File: src/rtl/core_idecode_pkg.sv
// Shared constants and types for the RV32I ALU-class decode stage.
package core_idecode_pkg;

    localparam logic [6:0] OPC_OP     = 7'b0110011;
    localparam logic [6:0] OPC_OP_IMM = 7'b0010011;
    localparam logic [6:0] OPC_LUI    = 7'b0110111;
    localparam logic [6:0] OPC_AUIPC  = 7'b0010111;

    localparam logic [6:0] F7_BASE = 7'b0000000;
    localparam logic [6:0] F7_ALT  = 7'b0100000;

    localparam logic [2:0] F3_ADD = 3'b000;
    localparam logic [2:0] F3_SLL = 3'b001;
    localparam logic [2:0] F3_SR  = 3'b101;

    localparam logic [9:0] ALU_CODE_SUM = {F7_BASE, F3_ADD};

    // Decoded instruction as held in the pipeline register.
    typedef struct packed {
        logic [9:0]  opcode_alu;
        logic [31:0] alu_i1;
        logic [31:0] alu_i2;
        logic [4:0]  rd;
        logic        wb_en;
        logic        illegal;
    } ex_payload_t;

    function automatic logic is_shift(input logic [2:0] f3);
        return (f3 == F3_SLL) || (f3 == F3_SR);
    endfunction

endpackage

File: src/rtl/core_idecode_if.sv
// Fetch-side and execute-side handshake bundle around the decode stage.
interface core_idecode_if;
    logic        IF_VALID;
    logic        IF_READY;
    logic [31:0] IF_INSTR;
    logic [31:0] IF_PC;
    logic        FLUSH;
    logic [4:0]  RS1_ADDR;
    logic [4:0]  RS2_ADDR;
    logic [31:0] RS1_DATA;
    logic [31:0] RS2_DATA;
    logic        EX_VALID;
    logic        EX_READY;
    logic [9:0]  EX_OPCODE_ALU;
    logic [31:0] EX_ALU_I1;
    logic [31:0] EX_ALU_I2;
    logic [4:0]  EX_RD;
    logic        EX_WB_EN;
    logic        EX_ILLEGAL;

    modport master (
        output IF_VALID, IF_INSTR, IF_PC, FLUSH, RS1_DATA, RS2_DATA, EX_READY,
        input  IF_READY, RS1_ADDR, RS2_ADDR, EX_VALID, EX_OPCODE_ALU,
               EX_ALU_I1, EX_ALU_I2, EX_RD, EX_WB_EN, EX_ILLEGAL
    );

    modport slave (
        input  IF_VALID, IF_INSTR, IF_PC, FLUSH, RS1_DATA, RS2_DATA, EX_READY,
        output IF_READY, RS1_ADDR, RS2_ADDR, EX_VALID, EX_OPCODE_ALU,
               EX_ALU_I1, EX_ALU_I2, EX_RD, EX_WB_EN, EX_ILLEGAL
    );
endinterface

File: src/rtl/core_imm_gen.sv
// Combinational I/U-immediate and shift-amount extraction from the upper instruction bits.
module core_imm_gen (
    input  logic [31:12] instr_hi,
    output logic [31:0]  imm_i,
    output logic [31:0]  imm_u,
    output logic [31:0]  shamt
);
    assign imm_i = {{20{instr_hi[31]}}, instr_hi[31:20]};
    assign imm_u = {instr_hi[31:12], 12'b0};
    assign shamt = {27'b0, instr_hi[24:20]};
endmodule

File: src/rtl/core_idecode.sv
// RV32I ALU-class decode stage: legality check, operand muxing and one-entry valid/ready register.
module core_idecode
    import core_idecode_pkg::*;
(
    input  logic         CLK,
    input  logic         NRST,
    core_idecode_if.slave bus
);
    logic [31:0] instr;
    logic [6:0]  opc;
    logic [2:0]  f3;
    logic [6:0]  f7;
    logic [31:0] imm_i, imm_u, shamt;
    logic        legal;
    ex_payload_t nxt, ex_q;
    logic        ex_valid;
    logic        accept;

    assign instr = bus.IF_INSTR;
    assign opc   = instr[6:0];
    assign f3    = instr[14:12];
    assign f7    = instr[31:25];

    assign bus.RS1_ADDR = instr[19:15];
    assign bus.RS2_ADDR = instr[24:20];

    core_imm_gen u_imm_gen (
        .instr_hi (instr[31:12]),
        .imm_i    (imm_i),
        .imm_u    (imm_u),
        .shamt    (shamt)
    );

    // All accepted opcodes end in 2'b11, so the opcode compare also rejects compressed words.
    always_comb begin
        legal          = 1'b0;
        nxt            = '0;
        nxt.opcode_alu = ALU_CODE_SUM;
        nxt.rd         = instr[11:7];
        unique case (opc)
            OPC_LUI: begin
                legal      = 1'b1;
                nxt.alu_i2 = imm_u;
            end
            OPC_AUIPC: begin
                legal      = 1'b1;
                nxt.alu_i1 = bus.IF_PC;
                nxt.alu_i2 = imm_u;
            end
            OPC_OP_IMM: begin
                nxt.alu_i1 = bus.RS1_DATA;
                if (f3 == F3_SLL) begin
                    legal          = (f7 == F7_BASE);
                    nxt.alu_i2     = shamt;
                    nxt.opcode_alu = {F7_BASE, f3};
                end else if (f3 == F3_SR) begin
                    legal          = (f7 == F7_BASE) || (f7 == F7_ALT);
                    nxt.alu_i2     = shamt;
                    nxt.opcode_alu = {f7, f3};
                end else begin
                    legal          = 1'b1;
                    nxt.alu_i2     = imm_i;
                    nxt.opcode_alu = {F7_BASE, f3};
                end
            end
            OPC_OP: begin
                legal = (f7 == F7_BASE) ||
                        ((f7 == F7_ALT) && ((f3 == F3_ADD) || (f3 == F3_SR)));
                nxt.alu_i1     = bus.RS1_DATA;
                // The ALU shifts by the whole operand, so only rs2[4:0] may reach it.
                nxt.alu_i2     = is_shift(f3) ? {27'b0, bus.RS2_DATA[4:0]} : bus.RS2_DATA;
                nxt.opcode_alu = {f7, f3};
            end
            default: legal = 1'b0;
        endcase
        if (!legal) begin
            nxt.opcode_alu = ALU_CODE_SUM;
            nxt.alu_i1     = '0;
            nxt.alu_i2     = '0;
        end
        nxt.illegal = !legal;
        nxt.wb_en   = legal && (instr[11:7] != 5'd0);
    end

    assign bus.IF_READY = !bus.FLUSH && (!ex_valid || bus.EX_READY);
    assign accept       = bus.IF_VALID && bus.IF_READY;

    always_ff @(posedge CLK or negedge NRST) begin
        if (!NRST) begin
            ex_valid <= 1'b0;
            ex_q     <= '0;
        end else if (bus.FLUSH) begin
            ex_valid <= 1'b0;
        end else if (accept) begin
            ex_valid <= 1'b1;
            ex_q     <= nxt;
        end else if (bus.EX_READY) begin
            ex_valid <= 1'b0;
        end
    end

    assign bus.EX_VALID      = ex_valid;
    assign bus.EX_OPCODE_ALU = ex_q.opcode_alu;
    assign bus.EX_ALU_I1     = ex_q.alu_i1;
    assign bus.EX_ALU_I2     = ex_q.alu_i2;
    assign bus.EX_RD         = ex_q.rd;
    assign bus.EX_WB_EN      = ex_q.wb_en;
    assign bus.EX_ILLEGAL    = ex_q.illegal;
endmodule
File: src/flat_wrapper.sv
// flat-port wrapper written by rule: the top's interface ports become plain ports
module core_idecode_flat import core_idecode_pkg::*;
  (CLK, NRST, bus_IF_VALID, bus_IF_INSTR, bus_IF_PC, bus_FLUSH, bus_RS1_DATA, bus_RS2_DATA, bus_EX_READY, bus_IF_READY, bus_RS1_ADDR, bus_RS2_ADDR, bus_EX_VALID, bus_EX_OPCODE_ALU, bus_EX_ALU_I1, bus_EX_ALU_I2, bus_EX_RD, bus_EX_WB_EN, bus_EX_ILLEGAL);
  core_idecode_if bus_i ();
  input  logic CLK;
  input  logic NRST;
  input wire logic [$bits(bus_i.IF_VALID)-1:0] bus_IF_VALID;
  input wire logic [$bits(bus_i.IF_INSTR)-1:0] bus_IF_INSTR;
  input wire logic [$bits(bus_i.IF_PC)-1:0] bus_IF_PC;
  input wire logic [$bits(bus_i.FLUSH)-1:0] bus_FLUSH;
  input wire logic [$bits(bus_i.RS1_DATA)-1:0] bus_RS1_DATA;
  input wire logic [$bits(bus_i.RS2_DATA)-1:0] bus_RS2_DATA;
  input wire logic [$bits(bus_i.EX_READY)-1:0] bus_EX_READY;
  output wire logic [$bits(bus_i.IF_READY)-1:0] bus_IF_READY;
  output wire logic [$bits(bus_i.RS1_ADDR)-1:0] bus_RS1_ADDR;
  output wire logic [$bits(bus_i.RS2_ADDR)-1:0] bus_RS2_ADDR;
  output wire logic [$bits(bus_i.EX_VALID)-1:0] bus_EX_VALID;
  output wire logic [$bits(bus_i.EX_OPCODE_ALU)-1:0] bus_EX_OPCODE_ALU;
  output wire logic [$bits(bus_i.EX_ALU_I1)-1:0] bus_EX_ALU_I1;
  output wire logic [$bits(bus_i.EX_ALU_I2)-1:0] bus_EX_ALU_I2;
  output wire logic [$bits(bus_i.EX_RD)-1:0] bus_EX_RD;
  output wire logic [$bits(bus_i.EX_WB_EN)-1:0] bus_EX_WB_EN;
  output wire logic [$bits(bus_i.EX_ILLEGAL)-1:0] bus_EX_ILLEGAL;
  assign bus_i.IF_VALID = bus_IF_VALID;
  assign bus_i.IF_INSTR = bus_IF_INSTR;
  assign bus_i.IF_PC = bus_IF_PC;
  assign bus_i.FLUSH = bus_FLUSH;
  assign bus_i.RS1_DATA = bus_RS1_DATA;
  assign bus_i.RS2_DATA = bus_RS2_DATA;
  assign bus_i.EX_READY = bus_EX_READY;
  assign bus_IF_READY = bus_i.IF_READY;
  assign bus_RS1_ADDR = bus_i.RS1_ADDR;
  assign bus_RS2_ADDR = bus_i.RS2_ADDR;
  assign bus_EX_VALID = bus_i.EX_VALID;
  assign bus_EX_OPCODE_ALU = bus_i.EX_OPCODE_ALU;
  assign bus_EX_ALU_I1 = bus_i.EX_ALU_I1;
  assign bus_EX_ALU_I2 = bus_i.EX_ALU_I2;
  assign bus_EX_RD = bus_i.EX_RD;
  assign bus_EX_WB_EN = bus_i.EX_WB_EN;
  assign bus_EX_ILLEGAL = bus_i.EX_ILLEGAL;
  core_idecode u_core (.CLK(CLK), .NRST(NRST), .bus(bus_i));
endmodule
File: config.mk
export PLATFORM = sky130hd
export DESIGN_NAME = core_idecode_flat
export DESIGN_NICKNAME = d
export VERILOG_FILES = /design/src/rtl/core_idecode_pkg.sv /design/src/rtl/core_idecode_if.sv /design/src/rtl/core_imm_gen.sv /design/src/rtl/core_idecode.sv /design/src/flat_wrapper.sv
export SDC_FILE = /design/constraint.sdc
export NUM_CORES = 1
export LEC_CHECK = 0
export CAP_MARGIN = 20
export CORE_ASPECT_RATIO = 0.7
export CORE_MARGIN = 3
export CORE_UTILIZATION = 39
export DETAILED_ROUTE_END_ITERATION = 10
export HOLD_SLACK_MARGIN = 0.02
export PLACE_DENSITY_LB_ADDON = 0.15
export REMOVE_ABC_BUFFERS = 1
export SLEW_MARGIN = 25
export SYNTH_ARGS = -nofsm -noshare
export SYNTH_HDL_FRONTEND = slang
export SYNTH_SLANG_ARGS = --single-unit
File: constraint.sdc
create_clock -name CLK -period 1.65 [get_ports CLK]
set_input_delay 0.495 -clock CLK [delete_from_list [all_inputs] [get_ports CLK]]
set_output_delay 0.495 -clock CLK [all_outputs]
set_load 0.005 [all_outputs]
# After elaboration in Yosys (flattened, before gate mapping)
# Index checks and enable logic that the tools add are counted.
# totals
register_bits	82
latch_bits	0
ramBits	0
rom_bits	0
out_inout_bits	93
memories	0
# op_classes
n_addsub	0
n_mul	0
div	0
magnitude_cmp	0
eq_ne	7
n_shift	0
muxes	15
n_bitwise	1
n_reduce_logical	19
# ops
cell	n
$mux 32	3
$pmux 32 s3	1
$mux 74	1
$pmux 32 s2	1
$eq 7x6->1 const B	3
$mux 10	2
$pmux 10 s2	1
$eq 7x5->1 const B	2
$logic_not 7->1	1
$logic_or 1x1->1	5
$mux 1	5
$reduce_bool 5->1	1
$logic_and 1x1->1	4
$reduce_or 2->1	2
$eq 3x1->1 const B	1
$eq 3x3->1 const B	1
$logic_not 1->1	3
$logic_not 3->1	1
$pmux 1 s3	1
$reduce_bool 3->1	1
$reduce_and 2->1	1
$not 1->1	1

# Longest topological paths before layout
# Gate-level depths: netlist of the first run.
# logic_depth
depth_word	6
ltp_mapped	7
ltp_nobuf	5

# Hierarchy
# From an unflattened synthesis of the first run, not the netlist that was laid out.
# unflattened
hier_cells	580
hier_area_um2	5271.3
# by_module_without_submodules
module	instances	cells_per_inst	area_per_inst_um2
core_idecode	1	483	4546.9
core_imm_gen	1	97	724.4

# Worst setup path after synthesis of the first run
# OpenSTA, ideal clock, no wires.
# synth_timing
path_kind	input -> register
startpoint	input port bus_IF_INSTR[25]
endpoint	register u_core.ex_q (netlist bit u_core.bus.EX_ALU_I2[24])
setup_ns	0.092
arrival_time_ns	1.687
required_time_ns	1.558
setup_slack_ns	-0.129
cell_stages	7
n_path_buf	2
path_cell_list	nor4_2 a31oi_1 o221ai_2 nand2b_1 buf_2 buf_6 o31ai_2
# synth_between
elab_chain_cells	6
word_cells_on_any_way	9
# synth_lines
element	line_no	rtl
start: declaration	flat_wrapper.sv:8	input wire logic [$bits(bus_i.IF_INSTR)-1:0] bus_IF_INSTR;
$eq 7x6->1 or $logic_not 7->1 (tied branches)	n/a	
$logic_or 1x1->1	core_idecode.sv:57	legal = (f7 == F7_BASE) || (f7 == F7_ALT);
$mux 1	core_idecode.sv:56	end else if (f3 == F3_SR) begin
$mux 1	core_idecode.sv:52	if (f3 == F3_SLL) begin
$pmux 1 s3 *	core_idecode.sv:40	unique case (opc)
$mux 74 *	core_idecode.sv:76	if (!legal) begin
end signal: assignment	core_idecode.sv:96	ex_q <= nxt;
end: declaration	core_idecode.sv:15	ex_payload_t nxt, ex_q;
# Every way passes the cells marked *; elsewhere a longest branch is shown, timed or not.
# A chain may end at the register's enable or synchronous reset.

# Final worst setup path of the first run
# layout_timing
startpoint	input port bus_IF_INSTR[26]
endpoint	register u_core.ex_q (netlist bit u_core.bus.EX_ILLEGAL)
# layout_between
elab_chain_cells	6
word_cells_on_any_way	9
# layout_lines
element	line_no
$eq 7x6->1 or $logic_not 7->1 (tied branches)	n/a
$logic_or 1x1->1	core_idecode.sv:57
$mux 1	core_idecode.sv:56
$mux 1	core_idecode.sv:52
$pmux 1 s3 *	core_idecode.sv:40
$logic_not 1->1 *	n/a
# Marks and branches as above.

==> results.md, run 1 <==
- Fill count: 607
- Minimum clock period after layout: 1.80 ns
- Commonest cells in the netlist: 82 x dfrtp_1, 80 x nand2_1, 30 x a221oi_1, 24 x o31ai_1, 21 x a22oi_1
- Vias in the first global route: 4622
- Initial antenna violation count: 0
- Via Count: 4386
- Critical Path RT: 1.86 ns
- Worst setup margin: -0.153 ns
- Clock power frac: 0.395
- RSZ-0062 raised after global routing: true
- Placed cell areas: 6720 µm²
- Starting DRC count in detailed routing: 213
- Grt met2 use: 0.442
- Endpoints failing setup: 47
- Post-synth EDFFs: 0
- Placer congestion estimate: 0.871
- CP arrival: 2.02 ns
- Via/cell ratio: 5.39
- Final hold vios: 0
- # hold bufs at CTS: 0
- Die height: 90.5 µm
- Sw Share: 0.244
- Clock skew: 0.00578 ns
- YS warnings: 0
- Slew margin rel.: 0.665
- Starting Density: 0.406
- Top_reg_cell synth: dfrtp_1
- DR pass1 iterations: 4
- Area leader, netlist: dfrtp_1
- HPWL Detailed: 10300 µm
- Met3 Use GR: 0.0875
- Worst Path Max Fanout: 8
- Clock transition at path regs: 0.06 ns
- Asr flop ratio synth: 1.00
- Worst slew pin tran: 0.502 ns
- Num CTS Buffers: 9
- Design Area, Final: 8000 µm²
- Antenna diode instance count: 0
- Final setup TNS: -3.52 ns
- Finished Core Util: 0.817
- Hold Slack: 0.145 ns
- Setup slack, reg-to-reg: 0.12 ns
- Clk Latency, worst-skew pair: 0.33 ns
- Port buffer count: 225
- Final Cycle Share: 1.09
- CP Launch Type: input pin
- Htree depth: 3
- Hold crit path type: input pin to async pin
- Std-Cell Rows: 30
- Global routing usage on met1: 0.350
- Power Internal: 3.83 mW
- First-pass GRT wire length: 24800 µm
- Register share of total power: 0.408
- Critical path's largest stage delay: 0.39 ns
- Yosys cell types: 34
- Slew Viols, Final: 0
- Routed wire length: 16200 µm
- Pre-CTS setup slack: -0.811 ns
- Routed Antenna Nets: 0
- Sequential-to-total area share from yosys stat: 0.516
- Per-cell routed wire length: 19.8 µm
- Area delta synth->final: 101%
- Status: finished with violations
- Layout cells sized above 1: 0.356
- Clk sinks: 82
- Share of the synthesized area in the top cell type: 0.516
- All-Layer GR Usage: 0.273
- Max Cap Viol: 0
- Combinational power share: 0.197
- Cell area after synthesis: 3980 µm²
- Synth Instances: 397
- IO Pins: 226
- CORE AREA: 9800 µm²
- Worst setup EP type: flip-flop
- Largest net degree at the start of global routing: 83
- Most frequent cell after synthesis: dfrtp_1
- Dominant cells by area after synthesis: dfrtp_1 52%, nand2_1 7.6%, a221oi_1 6.6%
- Die ar.: 11500 µm²
- Max clock buf depth: 2
- Crit Path Class: input pin to flip-flop
- Pwr/cell area: 634 nW/µm²
- CTS root buffer: clkbuf_16
- Crit-path slowest cell: nor4_4
- Layer with the highest usage: met2
- CTS tree: done
- Die W: 127 µm
- Fmax: 0.555 GHz
- Leak Pwr: 3.87 nW
- Remaining global-route overflow: 0
- Layout Nets: 816
- Syn avg cell area: 10.0 µm²
- Failing checks: setup timing
- Peak supply drop: 778 µV
- NetSw: 1.24 mW
- # DRC: 0
- Post-synthesis register bit count: 82
- Worst path cell trace: buf_8 > nor4_4 > nand3_2 > o221ai_2 > buf_4 > nand2b_4 > buf_12 > mux2_4
-- metal layers --
layer / vias up / wire, µm
li1: 2043 / -
met1: 2105 / 6400
met2: 211 / 7760
met3: 27 / 1620
met4: 0 / 367
met5: - / 0
-- path summary, 6_finish.rpt --
path | cells past startpoint | end | start
worst max register to register | 8 | u_core.bus.EX_ALU_I1[9] | u_core.bus.EX_VALID
min in group CLK | 3 | u_core.bus.EX_OPCODE_ALU[2] | bus_IF_INSTR[14]
worst min-delay path | 2 | u_core.bus.EX_ALU_I1[4] | NRST
worst max-delay path | 8 | u_core.bus.EX_ILLEGAL | bus_IF_INSTR[26]
worst min register to register | 2 | u_core.bus.EX_ALU_I2[0] | u_core.bus.EX_ALU_I2[0]
max in group asynchronous | 2 | u_core.bus.EX_ALU_I2[0] | NRST
-- power groups by stage --
stage	sequential (mW)	clock [mW]	combinational, mW
3_3_place_gp	2.10	0	0.855
4_1_cts	2.06	2.04	0.955
5_1_grt	2.07	2.12	1.06
6_report	2.07	2.00	1.00
3_5_place_dp	2.10	0	0.868
2_1_floorplan	2.10	0	0.188
-- critical path, delay by kind of cell --
| family | cells | cell delay [ns] |
|---|---|---|
| compound gates | 1 | 0.18 |
| mux | 1 | 0.25 |
| buf+inv | 3 | 0.41 |
| simple gates | 3 | 0.66 |
-- cell usage in the layout, fill, tap and decap left out, drive strengths merged --
cell and count:
nand2b 6, o221ai 1, mux2i 11, nor3 2, nor2b 4, nor2 20, clkdlybuf4s15 8, a221oi 30
inv 1, bufinv 1, a21oi 16, o41ai 7, nand2 80, dlygate4sd2 97, o22ai 1, o21ai 7
o31ai 33, bufbuf 1, nor4 2, xor2 1, clkdlybuf4s50 104, clkbuf 12, or3 1, clkinv 2
o21a 1, or4 1, mux2 1, and3 14, buf 109, a22oi 21, a31oi 1, dfrtp 82
nand3 1, and2 7
-- registers in the layout, summed over array words and instances, names as in the netlist --
| register | flops |
|---|---|
| u_core.bus.EX_ALU_I1 | 32 |
| u_core.bus.EX_ALU_I2 | 32 |
| u_core.bus.EX_OPCODE_ALU | 10 |
| u_core.bus.EX_RD | 5 |
| u_core.bus.EX_ILLEGAL | 1 |
| u_core.bus.EX_VALID | 1 |
| u_core.bus.EX_WB_EN | 1 |
-- cells by family (layout without fill, tap and decap cells) --
logic type / count (synthesis) / after routing / share of synthesized area
flops: 82 / 82 / 0.516
simple gates: 138 / 138 / 0.158
xor+xnor: 1 / 1 / 0.00220
buf+inv: 46 / 335 / 0.0589
compound gates: 118 / 118 / 0.234
mux: 12 / 12 / 0.0305
-- cell type report --
cell class	instances	area (µm²)	share of cell area
Sequential cell	82	2050	0.256
Inverter	1	3.75	0.000469
Clock buffer	11	253	0.0316
Tap cell	128	160	0.0200
Timing Repair Buffer	320	3120	0.390
Clock inverter	3	40.0	0.00500
Multi-Input combinational cell	269	2370	0.296
-- per-stage QoR --
stage,power (mW),std cells
final,5.07,814
after detailed placement,2.97,764
after global routing,5.26,814
after global placement,2.96,764
after CTS,5.06,816
after floorplan,2.29,352
-- timing repair --
action                                  4_1_cts  5_1_grt
setup buffers                                31        4
pin swaps                                    28       28
gates resized for setup                     266       76
cloned                                        8        1
endpoints found under the setup margin      163       71
(Power assumes the default switching activity.)
==> inputs of run 2 (changes only) <==
- SLEW_MARGIN: 25 -> not set
==> results of run 2 <==
Final layout, timing and power as in run 1 (identical DEF).
==> inputs of run 3 (changes only) <==
- SLEW_MARGIN: not set -> 5
==> results of run 3 <==
Final layout, timing and power as in run 1 (identical DEF).
